### src/rtl/fix_add_arbiter.sv
// Round-robin arbiter sharing one registered fixed-point adder among NUM_REQ requesters.
// Optional saturation of overflowed results is enabled by defining FIX_ADD_SAT_EN.
module fix_add_arbiter #(
    parameter int WIDTH   = 16,
    parameter int NUM_REQ = 4,
    parameter int ADD_LAT = 1
) (
    input  logic                     clk_i,
    input  logic                     rst_i,
    input  logic                     en_i,
    input  logic [NUM_REQ-1:0]       req_valid_i,
    input  logic [NUM_REQ*WIDTH-1:0] req_a_i,
    input  logic [NUM_REQ*WIDTH-1:0] req_b_i,
    output logic [NUM_REQ-1:0]       req_ready_o,
    output logic [WIDTH-1:0]         add_a_o,
    output logic [WIDTH-1:0]         add_b_o,
    input  logic [WIDTH-1:0]         add_s_i,
    output logic [NUM_REQ-1:0]       res_valid_o,
    output logic [WIDTH-1:0]         res_sum_o,
    output logic                     res_ovf_o,
    output logic                     busy_o
);
    localparam int PTR_W = $clog2(NUM_REQ);
    localparam int IDX_W = PTR_W + 1;
    localparam int DEPTH = ADD_LAT + 1;

    typedef struct packed {
        logic               vld;
        logic [NUM_REQ-1:0] id;
        logic               sa;
        logic               sb;
    } tag_t;

    logic [PTR_W-1:0]   ptr_q, ptr_d;
    logic [WIDTH-1:0]   add_a_q, add_b_q;
    logic [NUM_REQ-1:0] res_valid_q;
    logic [WIDTH-1:0]   res_sum_q, res_sum_d;
    logic               res_ovf_q, res_ovf_d;
    tag_t               tag_q [DEPTH];
    tag_t               tag_d, tail;

    logic [NUM_REQ-1:0] grant;
    logic [PTR_W-1:0]   grant_idx;
    logic               found;
    logic [IDX_W-1:0]   cand;
    logic               hs;
    logic [WIDTH-1:0]   op_a, op_b;

    // First valid requester at or above ptr, wrapping modulo NUM_REQ.
    always_comb begin
        grant     = '0;
        grant_idx = '0;
        found     = 1'b0;
        cand      = '0;
        for (int k = 0; k < NUM_REQ; k++) begin
            cand = {1'b0, ptr_q} + IDX_W'(k);
            if (cand >= IDX_W'(NUM_REQ)) cand = cand - IDX_W'(NUM_REQ);
            if (!found && req_valid_i[cand[PTR_W-1:0]]) begin
                found     = 1'b1;
                grant_idx = cand[PTR_W-1:0];
            end
        end
        if (found) grant[grant_idx] = 1'b1;
    end

    assign req_ready_o = (en_i && !rst_i) ? grant : '0;
    assign hs          = |req_ready_o;
    assign op_a        = req_a_i[grant_idx*WIDTH +: WIDTH];
    assign op_b        = req_b_i[grant_idx*WIDTH +: WIDTH];
    assign ptr_d       = (grant_idx == PTR_W'(NUM_REQ-1)) ? '0 : grant_idx + 1'b1;

    always_comb begin
        tag_d.vld = hs;
        tag_d.id  = req_ready_o;
        tag_d.sa  = op_a[WIDTH-1];
        tag_d.sb  = op_b[WIDTH-1];
    end

    assign tail = tag_q[DEPTH-1];

    always_comb begin
        res_ovf_d = tail.vld && (tail.sa == tail.sb) && (add_s_i[WIDTH-1] != tail.sa);
`ifdef FIX_ADD_SAT_EN
        if (res_ovf_d)
            res_sum_d = tail.sa ? {1'b1, {(WIDTH-1){1'b0}}} : {1'b0, {(WIDTH-1){1'b1}}};
        else
            res_sum_d = add_s_i;
`else
        res_sum_d = add_s_i;
`endif
    end

    always_ff @(posedge clk_i) begin
        if (rst_i) begin
            ptr_q       <= '0;
            add_a_q     <= '0;
            add_b_q     <= '0;
            res_valid_q <= '0;
            res_sum_q   <= '0;
            res_ovf_q   <= 1'b0;
            for (int i = 0; i < DEPTH; i++) tag_q[i] <= '0;
        end else begin
            if (hs) begin
                ptr_q   <= ptr_d;
                add_a_q <= op_a;
                add_b_q <= op_b;
            end
            tag_q[0] <= tag_d;
            for (int i = 1; i < DEPTH; i++) tag_q[i] <= tag_q[i-1];
            res_valid_q <= tail.vld ? tail.id : '0;
            res_ovf_q   <= res_ovf_d;
            if (tail.vld) res_sum_q <= res_sum_d;
        end
    end

    always_comb begin
        busy_o = |res_valid_q;
        for (int i = 0; i < DEPTH; i++) busy_o = busy_o | tag_q[i].vld;
    end

    assign add_a_o     = add_a_q;
    assign add_b_o     = add_b_q;
    assign res_valid_o = res_valid_q;
    assign res_sum_o   = res_sum_q;
    assign res_ovf_o   = res_ovf_q;
endmodule

### config.mk
export PLATFORM = sky130hd
export DESIGN_NAME = fix_add_arbiter
export DESIGN_NICKNAME = d
export VERILOG_FILES = /design/src/rtl/fix_add_arbiter.sv
export SDC_FILE = /design/constraint.sdc
export NUM_CORES = 1
export LEC_CHECK = 0
export ABC_AREA = 1
export CAP_MARGIN = 20
export CORE_UTILIZATION = 32
export CTS_BUF_LIST = sky130_fd_sc_hd__clkbuf_2 sky130_fd_sc_hd__clkbuf_4 sky130_fd_sc_hd__clkbuf_8
export DETAILED_ROUTE_END_ITERATION = 6
export DONT_BUFFER_PORTS = 1
export GPL_ROUTABILITY_DRIVEN = 0
export PLACE_DENSITY = 0.44
export SLEW_MARGIN = 20
export SYNTH_ARGS = -nofsm -noshare
export SYNTH_HDL_FRONTEND = slang
export SYNTH_SLANG_ARGS = --single-unit
### constraint.sdc
create_clock -name clk_i -period 3.1 [get_ports clk_i]
set_input_delay 0.465 -clock clk_i [delete_from_list [all_inputs] [get_ports clk_i]]
set_output_delay 0.465 -clock clk_i [all_outputs]
set_load 0.1 [all_outputs]
### After elaboration in Yosys (flattened, before gate mapping)

Memory sizes are Yosys's and may differ from the RTL's.
Index checks and enable logic that the tools add are counted.

* bits of input ports: 151
* memories kept: 1
* output and inout bits: 58
* bits in registers: 55
* memory bits (writable): 14

* shift operators: 2
* magnitude comparators: 10
* add/subtract/negate cells: 8
* bitwise logic cells: 5
* reduce and logical (&&, ||, !) cells: 14
* eq/ne operators: 3
* muxes and demuxes: 30

Memories
* tag_q: words 2, width 7, rd ports 2, clocked after memory_dff 0, wr ports 2, line 39 `tag_t tag_q [DEPTH];`

Operator list (number)
* $shiftx 64x7->16: 2
* $mux 2: 9
* $lt 2x3->1 const B: 5
* $mux 7: 2
* $mux 1: 12
* $ge 3x3->1 const B: 3
* $bmux 1 s2: 4
* $mux 4: 2
* $reduce_or 4->1: 2
* $sub 2x1->2 const B: 4
* $logic_and 1x1->1: 7
* $add 2x2->3 const B: 2
* $logic_not 1->1: 4
* $or 1x1->1: 4
* $add 2x1->3 const B: 1
* $ge 2x3->1 const B: 1
* $add 2x1->2 const B: 1
* $demux 1 s2: 1
* $eq 2x2->1 const B: 1
* $ge 2x1->1 const B: 1
* $reduce_or 2->1: 1
* $eq 1x1->1: 1
* $ne 1x1->1: 1
* $not 1->1: 1

### Depth between registers and ports, before layout

Gate-level depths: netlist (run 1).

* depth in word-level cells: 22
* gate-level depth with buffers: 21
* mapped depth without buffers: 19

### Worst setup path after synthesis (run 1)

Ideal clock, no wire load.

* kind: in2out
* start: input req_valid_i[3]
* end: output req_ready_o[2]
* path buffers: 1
* arrival: 2.427 ns
* slack: 0.208 ns
* stages on the path: 15
* required time: 2.635 ns
* path through: inv_1 > nand2_2 > nand3_1 > nand2_2 > nor2_4 > nand3_2 > nand3_1 > nand2_2 > inv_2 > buf_2 > ha_1 > inv_1 > nor2_1 > nand2_1 > inv_1

* cells in the longest elaborated chain, start to end: 18
* elaborated cells on any way between the ends: 29
* those cells by class: order compare (2); mux (20); reduce/logical (7)

Ends and longest elaborated chain
* start, declared: line 11 `input logic [NUM_REQ-1:0] req_valid_i,`
* $bmux 1 s2: line 58 `if (!found && req_valid_i[cand[PTR_W-1:0]]) begin`
* $mux 1 (implied by the code): line 58
* $mux 1: line 58
* $logic_not 1->1: line 58
* $logic_and 1x1->1: line 58
* $mux 1: line 58
* $logic_not 1->1: line 58
* $logic_and 1x1->1: line 58
* [2 not listed]
* $logic_and 1x1->1: line 58
* $mux 2: line 58
* $lt 2x3->1 (implied by the code) or $ge 2x1->1 (tied branches): line 63 `if (found) grant[grant_idx] = 1'b1;`
* $logic_and 1x1->1 (implied by the code): line 63
* $mux 1 (implied by the code): line 63
* $demux 1 s2: line 63
* $mux 4 (*): line 63
* $mux 4 (*): line 66 `assign req_ready_o = (en_i && !rst_i) ? grant : '0;`
* end, declared: line 14 `output logic [NUM_REQ-1:0] req_ready_o,`

Every way passes the cells marked *; elsewhere a longest branch is shown, timed or not. The select of a mux whose other input is x is not followed.

### Final worst setup path (run 1)

* start: register ptr_q[0]
* end: output req_ready_o[3]

* cells in the longest elaborated chain, start to end: 20
* elaborated cells on any way between the ends: 44
* those cells by class: add/sub (7); order compare (6); mux (24); reduce/logical (7)

Ends and longest elaborated chain
* start, declared: line 34 `logic [PTR_W-1:0] ptr_q, ptr_d;`
* start signal, assigned: line 104 `ptr_q <= ptr_d;`
* parallel branches: the longest is 18 deep, another holds $add 2x1->3
* $mux 4 (*): line 63
* $mux 4 (*): line 66

Every way passes the cells marked *. The select of a mux whose other input is x is not followed.

==> results.cfg, run 1 <==
[outcome]
run_status = completed

[final_layout]
fillers = 1516
postLayoutCellArea_sq_um = 4994
final_net_count = 880
area_delta_synth_final_pct = 9.313
multi_input_comb_area_sq_um = 2178
drive_above_1_share_pct = 11.10
layout.area.seq_sq_um = 1386

[detailed_routing]
dr.pass1.iters = 4
wl_um = 11860
route.detailed.vias_per_inst = 4.621
drt_first_iter_violations = 139
dr_total_vias = 4210
drcViolationCount = 0
postRouteAntennaNets = 0
routedWlPerCell_um = 13.02

[placed_design]
portBuffers = 0
placedInstanceArea_sq_um = 4745
post-place-ws_ns = 0.1009
detailed_place_hpwl_um = 8762

[critical_path]
ff2ff_path_depth = 20
arrival_ns = 2.46
critical_path_depth = 16
req_time_crit_path_ns = 2.63
critical_path.startpoint_type = flip-flop
timing.setup.critical_path_class = reg2out
crit_fanout = 7
worstSetupEndpointType = output pin
crit_path_top_delay_cell = sky130_fd_sc_hd__dfxtp_4
reg2reg_to = add_b_o[6]
worstPathBufferInverterCount = 5
critical-path-max-stage-delay_ns = 0.37
critPathMostFrequentCell = sky130_fd_sc_hd__nand2_1
worst_path_dominant_cell_family = simple AND/OR/NAND/NOR gates
regToRegStartpoint = ptr_q[0]
path_cells = buf_4 > nand2_1 > nand2_2 > nand2_1 > nand2_1 > nor2_4 > nand3_2 > nand3_1 > nand2_4 > inv_2 > ha_1 > inv_1 > nor2_2 > nand2_1 > inv_1 > buf_12
reg2reg_setup_slack_ns = 0.42

[hold_path]
min_delay_worst_endpoint = ptr_q[1]
whs_path_depth = 1
min-delay-path-class = in2reg
hold_path.startpoint = rst_i

[timing]
grt_setup_unrepaired = yes
hold_viol = 0
final_min_period_over_clock_period_pct = 94.22
timing.fmax_ghz = 0.3424
final-max-slew-violation-count = 0
clock_skew_ns = 0.009894
fin_crit_ns = 2.921
maxSlewHeadroom_pct = 31.33
worst_pin_slew_ns = 1.029
setup_viol = 0
postLayoutSetupSlackWorst_ns = 0.1791

[power_and_ir_drop]
power-per-cell-area_nw_per_um2 = 1146
largest_vdd_supply_drop_mv = 0.3271
leakagePower_nw = 2.900

[clock_tree]
clk_pin_slew_worst_paths_ns = 0.08
clock-root-buffer = sky130_fd_sc_hd__clkbuf_8
clock_tree_from_tritoncts = built
cts_max_level = 3
number_of_sinks_on_the_clock_net = 69
insertion_delay_ns = 0.36
clock_path_buffers = 2
cts_inserted_buffers = 9

[die]
die_height_um = 121.5
design.die.area_sq_um = 14760
ioPinCount = 209
core_region_area_sq_um = 13880
rows = 43
fp.dieW_um = 121.5
effective_utilization_at_floorplan_pct = 32.91

[synth]
main_synth_ff_type = sky130_fd_sc_hd__dfxtp_1
synthDistinctLibCells = 26
net_count_of_the_mapped_netlist = 891
synth_edf_count = 0
synthesis.area_per_instance_sq_um = 6.207
share_of_synthesized_area_occupied_by_flip_flops_and_latches_pct = 30.24
postSynthCellCount = 736
netlist_area_sq_um = 4568
ys.warnings.count = 0
synth.ff_latch_count = 69
synth_async_sr_flop_share_pct = 0

[global_route]
grt_start_max_net_pins = 65
antenna_violations_before_repair = 1
grt-ovfl-total = 0
grt_pass1_wl_um = 18640
global_route.usage.total_pct = 16.28
grt_pass1_vias = 3906

[flow_run]
count_of_maximum_capacitance_violations = 0
==> cell type report <==
type	count	share of cell area, %
well taps	180	4.510
multi-input cells	426	43.62
repair buffers	22	4.811
flip-flops and latches	69	27.76
clock inverters	7	1.954
inverters	197	14.81
diodes	1	0.05011
clock buffers	9	2.481
==> flip-flops by register name (all words and copies together), names as in the netlist <==
name	count
tag_q	14
res_sum_o	16
add_b_o	16
res_valid_o	4
res_ovf_o	1
add_a_o	16
ptr_q	2
==> stage by stage <==
stage / util (%) / hold WS, ns / std cells / setup TNS (ns) / power, mW
floorplan: - / 0.3883 / 736 / 0 / 4.498
global placement: 34.18 / 0.3922 / 893 / 0 / 4.890
detailed placement: 34.18 / 0.3941 / 893 / 0 / 4.914
CTS: 35.88 / 0.1275 / 910 / 0 / 5.795
global route: 35.96 / 0.1229 / 910 / -0.03930 / 6.193
finish: 35.97 / 0.1630 / 911 / 0 / 5.720
==> cell usage after synthesis, types with 3 or more instances <==
| cell | instances | area [sq um] |
|---|---|---|
| sky130_fd_sc_hd__buf_4 | 8 | 60.06 |
| sky130_fd_sc_hd__inv_1 | 194 | 728.2 |
| sky130_fd_sc_hd__nand2_2 | 4 | 25.02 |
| sky130_fd_sc_hd__o21ai_1 | 20 | 100.1 |
| sky130_fd_sc_hd__o21ai_0 | 30 | 150.1 |
| sky130_fd_sc_hd__nand3_2 | 22 | 220.2 |
| sky130_fd_sc_hd__nand3b_1 | 32 | 240.2 |
| sky130_fd_sc_hd__inv_2 | 3 | 11.26 |
| sky130_fd_sc_hd__nor2_1 | 49 | 183.9 |
| sky130_fd_sc_hd__ha_1 | 4 | 50.05 |
| sky130_fd_sc_hd__buf_2 | 9 | 45.04 |
| sky130_fd_sc_hd__buf_6 | 11 | 123.9 |
| sky130_fd_sc_hd__clkbuf_1 | 14 | 52.55 |
| sky130_fd_sc_hd__nand3_1 | 114 | 570.6 |
| sky130_fd_sc_hd__nand2_1 | 136 | 510.5 |
| sky130_fd_sc_hd__a21oi_1 | 6 | 30.03 |
| sky130_fd_sc_hd__dfxtp_1 | 69 | 1381 |
==> power breakdown <==
group          switching, mW  internal (mW)  total, mW
clock                  0.369          0.455      0.824
combinational           1.73          0.852       2.58
sequential              1.22           1.10       2.32
==> repair_timing <==
| action | CTS | global route |
|---|---|---|
| pin swaps | 1 | 0 |
| setup endpoints to repair | 4 | 3 |
| hold buffers | 0 | 0 |
| gates resized for setup | 3 | 5 |
| setup buffers | 1 | 0 |
==> metal layers <==
metal  track usage [%]  vias to the layer above  wire [um]
li1                  -                     2200          -
met1             18.32                     1835       4984
met2             27.45                      156       5597
met3             6.861                       19       1048
met4             5.401                        0        229
met5                 0                        -          0
==> worst reg2reg max path, cell delays in order, from the launching register on <==
cell                      delay (ns)
sky130_fd_sc_hd__dfxtp_4        0.39
sky130_fd_sc_hd__buf_4          0.15
sky130_fd_sc_hd__nand2_1        0.06
sky130_fd_sc_hd__nand2_2        0.11
sky130_fd_sc_hd__nand2_1        0.06
sky130_fd_sc_hd__nand2_1        0.09
sky130_fd_sc_hd__nor2_1         0.05
sky130_fd_sc_hd__nor2_1         0.14
sky130_fd_sc_hd__nand2_2        0.08
sky130_fd_sc_hd__nand2_2        0.12
sky130_fd_sc_hd__inv_2          0.07
sky130_fd_sc_hd__ha_1           0.20
sky130_fd_sc_hd__inv_1          0.07
sky130_fd_sc_hd__nor2_2         0.05
sky130_fd_sc_hd__o21ai_2        0.19
sky130_fd_sc_hd__nand2_4        0.21
sky130_fd_sc_hd__buf_12         0.25
sky130_fd_sc_hd__o21ai_0        0.16
sky130_fd_sc_hd__inv_1          0.06
sky130_fd_sc_hd__nand2_1        0.06
sky130_fd_sc_hd__inv_1          0.03
==> cells by family after synthesis <==
kind of cell               share of synthesized area (%)
AOI/OAI and AO/OA                                  6.820
adders and majority gates                          1.096
buffers and inverters                              22.51
DFF                                                30.24
and+or+nand+nor                                    39.33
==> how the worst max path moves through the flow <==
stage / startpoint / to / slack (ns)
2_1_floorplan: req_valid_i[3] / req_ready_o[2] / 0.21
6_report: ptr_q[0] / req_ready_o[3] / 0.18
4_1_cts: ptr_q[0] / req_ready_o[3] / 0.08
5_1_grt: ptr_q[0] / req_ready_o[3] / -0.04
3_3_place_gp: ptr_q[0] / add_b_o[6] / 0.21
3_5_place_dp: ptr_q[0] / add_b_o[5] / 0.10
==> cells in the final DEF, fill, tap and decap left out, types with 9 or more instances in the layout <==
master	instances
sky130_fd_sc_hd__o21ai_0	30
sky130_fd_sc_hd__nand3b_1	32
sky130_fd_sc_hd__dfxtp_1	67
sky130_fd_sc_hd__buf_4	16
sky130_fd_sc_hd__nand2_1	133
sky130_fd_sc_hd__inv_1	193
sky130_fd_sc_hd__o21ai_1	20
sky130_fd_sc_hd__clkbuf_8	9
sky130_fd_sc_hd__nand3_2	22
sky130_fd_sc_hd__nor2_1	46
sky130_fd_sc_hd__nand3_1	114
(Power assumes the default switching activity.)
==> inputs of run 2 (changes only) <==
Settings changed: CAP_MARGIN 20 to 15.
Clock period 3.1 ns to 2.78 ns, I/O delays scaled along.
==> run 2 against run 1 <==
- clock skew fell by 0.0028 ns
- sequential cell count did not move
- die area did not move
- critical endpoint unchanged
- utilization up 2.4 points
- combinational power grew 31%
- clock power grew 4.6%
- first-iteration DRC count up 9.4%
- highest routed layer unchanged
- routed wire length up 3.3%
- worst hold slack worse by 0.049 ns
==> results.cfg, run 2 (synthesized netlist as in run 1, its figures left out) <==
[critical_path]
arrival_ns = 2.31
critical-path-max-stage-delay_ns = 0.37
crit_path_top_delay_cell = sky130_fd_sc_hd__dfxtp_4
critical_path.startpoint_type = flip-flop
path_cells = buf_6 > nand2_2 > nand2_2 > nand2_2 > nand2_2 > nor2_4 > nand3_2 > nand2_2 > nand2_4 > inv_4 > ha_1 > inv_1 > nor2_2 > nand2_2 > clkinvlp_4 > buf_12
timing.setup.critical_path_class = reg2out
cp-startpoint = ptr_q[0]
regToRegStartpoint = ptr_q[1]
crit_fanout = 5
critPathMostFrequentCell = sky130_fd_sc_hd__nand2_2
worstSetupEndpointType = output pin
req_time_crit_path_ns = 2.36

[timing]
worst_pin_slew_ns = 1.027
maxSlewHeadroom_pct = 31.42
fin_crit_ns = 2.722
final-max-slew-violation-count = 0
grt_setup_unrepaired = yes
timing.fmax_ghz = 0.3673
setup_viol = 0
hold_viol = 0
final_min_period_over_clock_period_pct = 97.92
clock_skew_ns = 0.007102
final.hold.worst_slack_ns = 0.1135

[detailed_routing]
drt_first_iter_violations = 152
routedWlPerCell_um = 13.15
drcViolationCount = 0
route.detailed.vias_per_inst = 4.677
dr_total_vias = 4359
wl_um = 12250
dr.pass1.iters = 4
postRouteAntennaNets = 0

[final_layout]
mostFrequentLayoutCell = sky130_fd_sc_hd__inv_1
final_net_count = 902
postLayoutCellArea_sq_um = 5320
drive_above_1_share_pct = 17.95
insertedDiodeCount = 0
mostFrequentLayoutCells = 187 x sky130_fd_sc_hd__inv_1, 113 x sky130_fd_sc_hd__nand2_1, 111 x sky130_fd_sc_hd__nand3_1
fillers = 1502
area_delta_synth_final_pct = 16.46

[die]
design.die.area_sq_um = 14760
fp.dieW_um = 121.5
die_height_um = 121.5
ioPinCount = 209
rows = 43
effective_utilization_at_floorplan_pct = 32.91
core_region_area_sq_um = 13880

[clock_tree]
postCtsHoldBufs = 0
clock-root-buffer = sky130_fd_sc_hd__clkbuf_8
clock_tree_from_tritoncts = built
clock_path_buffers = 2
insertion_delay_ns = 0.36
cts_inserted_buffers = 9
cts_max_level = 3
clk_pin_slew_worst_paths_ns = 0.08
number_of_sinks_on_the_clock_net = 69

[global_route]
antenna_violations_before_repair = 0
grt-ovfl-total = 0
grt_pass1_vias = 3741
grt_pass1_wl_um = 18510
grt_start_max_net_pins = 65
global_route.usage.total_pct = 16.10

[placed_design]
portBuffers = 0
placedInstanceArea_sq_um = 4832
detailed_place_hpwl_um = 8589

[power_and_ir_drop]
leakagePower_nw = 3.037
power-per-cell-area_nw_per_um2 = 1245
largest_vdd_supply_drop_mv = 0.4973

[outcome]
run_status = completed

[flow_run]
count_of_maximum_capacitance_violations = 0

[hold_path]
min-delay-path-class = in2reg
hold_path.startpoint = rst_i
## run 2: cell count changes in the layout (fill, tap and decap cells not counted), sizes merged
cell      before  now
buf           22   44
inv          198  195
clkinv         2    4
bufinv         2    1
clkbuf         9   10
clkinvlp       2    3
diode          1    0
## run 2: critical path, delay by kind of cell, from the launching register on
family | cells | cell delay (ns)
DFF | 1 | 0.37
and+or+nand+nor | 10 | 0.92
buffers and inverters | 5 | 0.51
adders and majority gates | 1 | 0.14
## run 2: per-layer routing
metal / global-route usage [%] / vias to the layer above / wire length [um] / share of wire [%]
li1: - / 2244 / - / -
met2: 26.81 / 161 / 5808 / 47
met5: 0 / - / 0 / 0
met3: 6.626 / 11 / 992 / 8.1
met1: 18.83 / 1943 / 5282 / 43
met4: 4.475 / 0 / 170 / 1.4
## run 2: per-stage QoR
stage | utilization (%) | setup TNS [ns] | std cells | power [mW] | setup slack, ns
final | 38.33 | 0 | 932 | 6.625 | 0.05779
after global routing | 38.33 | -0.8099 | 932 | 7.169 | -0.09417
after CTS | 36.76 | 0 | 922 | 6.508 | 0.02311
after detailed placement | 34.81 | 0 | 902 | 5.550 | 0.1406
after global placement | 34.81 | 0 | 902 | 5.513 | 0.1302
after floorplan | - | 0 | 736 | 5.019 | 0.001266
## run 2: final timing paths
check | endpoint | slack (ns) | cells after the start
worst min register to register | tag_q[0][10] | 0.40 | 2
worst max-delay path | req_ready_o[3] | 0.06 | 16
worst max register to register | add_a_o[1] | 0.18 | 19
worst min-delay path | ptr_q[1] | 0.11 | 1
## run 2: cell type report
class / instances / area [sq um] / share of cell area, %
clock buffers: 10 / 137.6 / 2.587
multi-input cells: 426 / 2318 / 43.58
inverters: 197 / 752.0 / 14.13
flip-flops and latches: 69 / 1389 / 26.11
clock inverters: 6 / 72.57 / 1.364
well taps: 180 / 225.2 / 4.233
repair buffers: 44 / 425.4 / 7.996
## run 2: timing repair
action / CTS / global route
resized for setup: 13 / 43
pin swaps: 3 / 16
buffers inserted: 4 / 10
endpoints found under the setup margin: 3 / 30
## run 2: where the power goes
part / internal (mW) / switching, mW
logic: 1.15 / 2.24
clock network: 0.444 / 0.418
registers: 1.22 / 1.15
==> inputs of run 3 (changes only) <==
Settings changed: CTS_BUF_LIST sky130_fd_sc_hd__clkbuf_2 sky130_fd_sc_hd__clkbuf_4 sky130_fd_sc_hd__clkbuf_8 to not set.
==> run 3 against run 2 <==
- clock skew down 0.0036 ns
- sequential power about the same
- count of clock-buffer cells in the layout did not move
- routed wire length decreased by 1.4%
- maximum frequency rose by 2.2%
- non-clock buffer count is 3 lower
- setup slack improved by 0.059 ns
- critical path depth decreased by 2
- utilization did not move
==> results.cfg, run 3 (synthesized netlist as in run 1, its figures left out) <==
[detailed_routing]
dr.pass1.iters = 4
route.detailed.vias_per_inst = 4.628
routedWlPerCell_um = 13.00
drt_first_iter_violations = 196
wl_um = 12080
drcViolationCount = 0
postRouteAntennaNets = 0
dr_total_vias = 4299

[critical_path]
req_time_crit_path_ns = 2.36
crit_fanout = 5
critical-path-max-stage-delay_ns = 0.38
critical_path.startpoint_type = flip-flop
arrival_ns = 2.25
crit_path_top_delay_cell = sky130_fd_sc_hd__dfxtp_4
worstPathBufferInverterCount = 4
path_cells = buf_6 > nand2_1 > nand3_2 > nand2_4 > nor2_4 > nand3_2 > nand2_2 > nand2_4 > ha_1 > inv_1 > nor2_4 > nand2_2 > clkinvlp_4 > buf_12
worstSetupEndpointType = output pin
timing.setup.critical_path_class = reg2out
worst_path_dominant_cell_family = simple AND/OR/NAND/NOR gates

[clock_tree]
clock_path_buffers = 2
postCtsHoldBufs = 0
clock-root-buffer = sky130_fd_sc_hd__clkbuf_16
insertion_delay_ns = 0.33
cts_inserted_buffers = 9
number_of_sinks_on_the_clock_net = 69
clk_pin_slew_worst_paths_ns = 0.06
cts_max_level = 3
clock_tree_from_tritoncts = built

[final_layout]
mostFrequentLayoutCells = 187 x sky130_fd_sc_hd__inv_1, 125 x sky130_fd_sc_hd__nand2_1, 113 x sky130_fd_sc_hd__nand3_1
postLayoutCellArea_sq_um = 5320
final_net_count = 899
drive_above_1_share_pct = 15.75
mostFrequentLayoutCell = sky130_fd_sc_hd__inv_1
area_delta_synth_final_pct = 16.46
insertedDiodeCount = 0
final_core_util_pct = 38.33

[die]
core_region_area_sq_um = 13880
fp.dieW_um = 121.5
ioPinCount = 209
effective_utilization_at_floorplan_pct = 32.91
design.die.area_sq_um = 14760
die_height_um = 121.5
rows = 43

[timing]
setup_viol = 0
clock_skew_ns = 0.003502
final-max-slew-violation-count = 0
final.hold.worst_slack_ns = 0.1417
final_min_period_over_clock_period_pct = 95.79
fin_crit_ns = 2.663
timing.fmax_ghz = 0.3755
hold_viol = 0
worst_pin_slew_ns = 1.026
postLayoutSetupSlackWorst_ns = 0.1170
grt_setup_unrepaired = yes
maxSlewHeadroom_pct = 31.51

[flow_run]
count_of_maximum_capacitance_violations = 0

[power_and_ir_drop]
largest_vdd_supply_drop_mv = 0.4622
leakagePower_nw = 3.026
report.power.total_mw = 6.898
power-per-cell-area_nw_per_um2 = 1297

[placed_design]
portBuffers = 0
detailed_place_hpwl_um = 8589
placedInstanceArea_sq_um = 4832
post-place-ws_ns = 0.1406

[global_route]
grt-ovfl-total = 0
grt_start_max_net_pins = 65
grt_pass1_wl_um = 18550
antenna_violations_before_repair = 0
grt_pass1_vias = 3739
global_route.usage.total_pct = 16.11

[hold_path]
min-delay-path-class = in2reg

[outcome]
run_status = completed
run 3: report_power, final:
| part | total [mW] | internal, mW | leakage, nW | switching (mW) |
|---|---|---|---|---|
| Combinational | 3.35 | 1.13 | 2.31 | 2.21 |
| Clock | 1.18 | 0.725 | 0.149 | 0.454 |
| Sequential | 2.37 | 1.23 | 0.567 | 1.15 |
run 3: worst paths after layout:
check               from        endpoint  slack [ns]  cells past startpoint
max reg2reg     ptr_q[0]      add_b_o[7]        0.22                     21
min                rst_i        ptr_q[1]        0.14                      1
min reg2reg  tag_q[0][3]    tag_q[0][10]        0.40                      2
max             ptr_q[0]  req_ready_o[2]        0.12                     14
run 3: stage by stage:
step,TNS [ns],instances
after floorplan,0,736
final,0,929
after CTS,0,920
after global placement,0,902
after detailed placement,0,902
after global routing,-0.08632,929
run 3: timing repair:
item                       CTS  global route
resized for setup           11            28
setup endpoints to repair    3            33
setup buffers                2             9
pin swaps                    3             8
run 3: routing by layer:
metal	track usage, %	part of all wire [%]	vias to the layer above
li1	-	-	2240
met1	18.94	43	1902
met2	26.70	48	145
met3	5.921	7.7	12
met4	5.633	1.5	0
met5	0	0	-
run 3: layout make-up:
| cell class | instances | area [sq um] |
|---|---|---|
| Timing Repair Buffer | 41 | 402.9 |
| Fill cell | 1522 | 8561 |
| Multi-Input combinational cell | 426 | 2240 |
| Sequential cell | 69 | 1389 |
| Clock buffer | 10 | 239.0 |
| Tap cell | 180 | 225.2 |
| Inverter | 197 | 752.0 |
| Clock inverter | 6 | 72.57 |
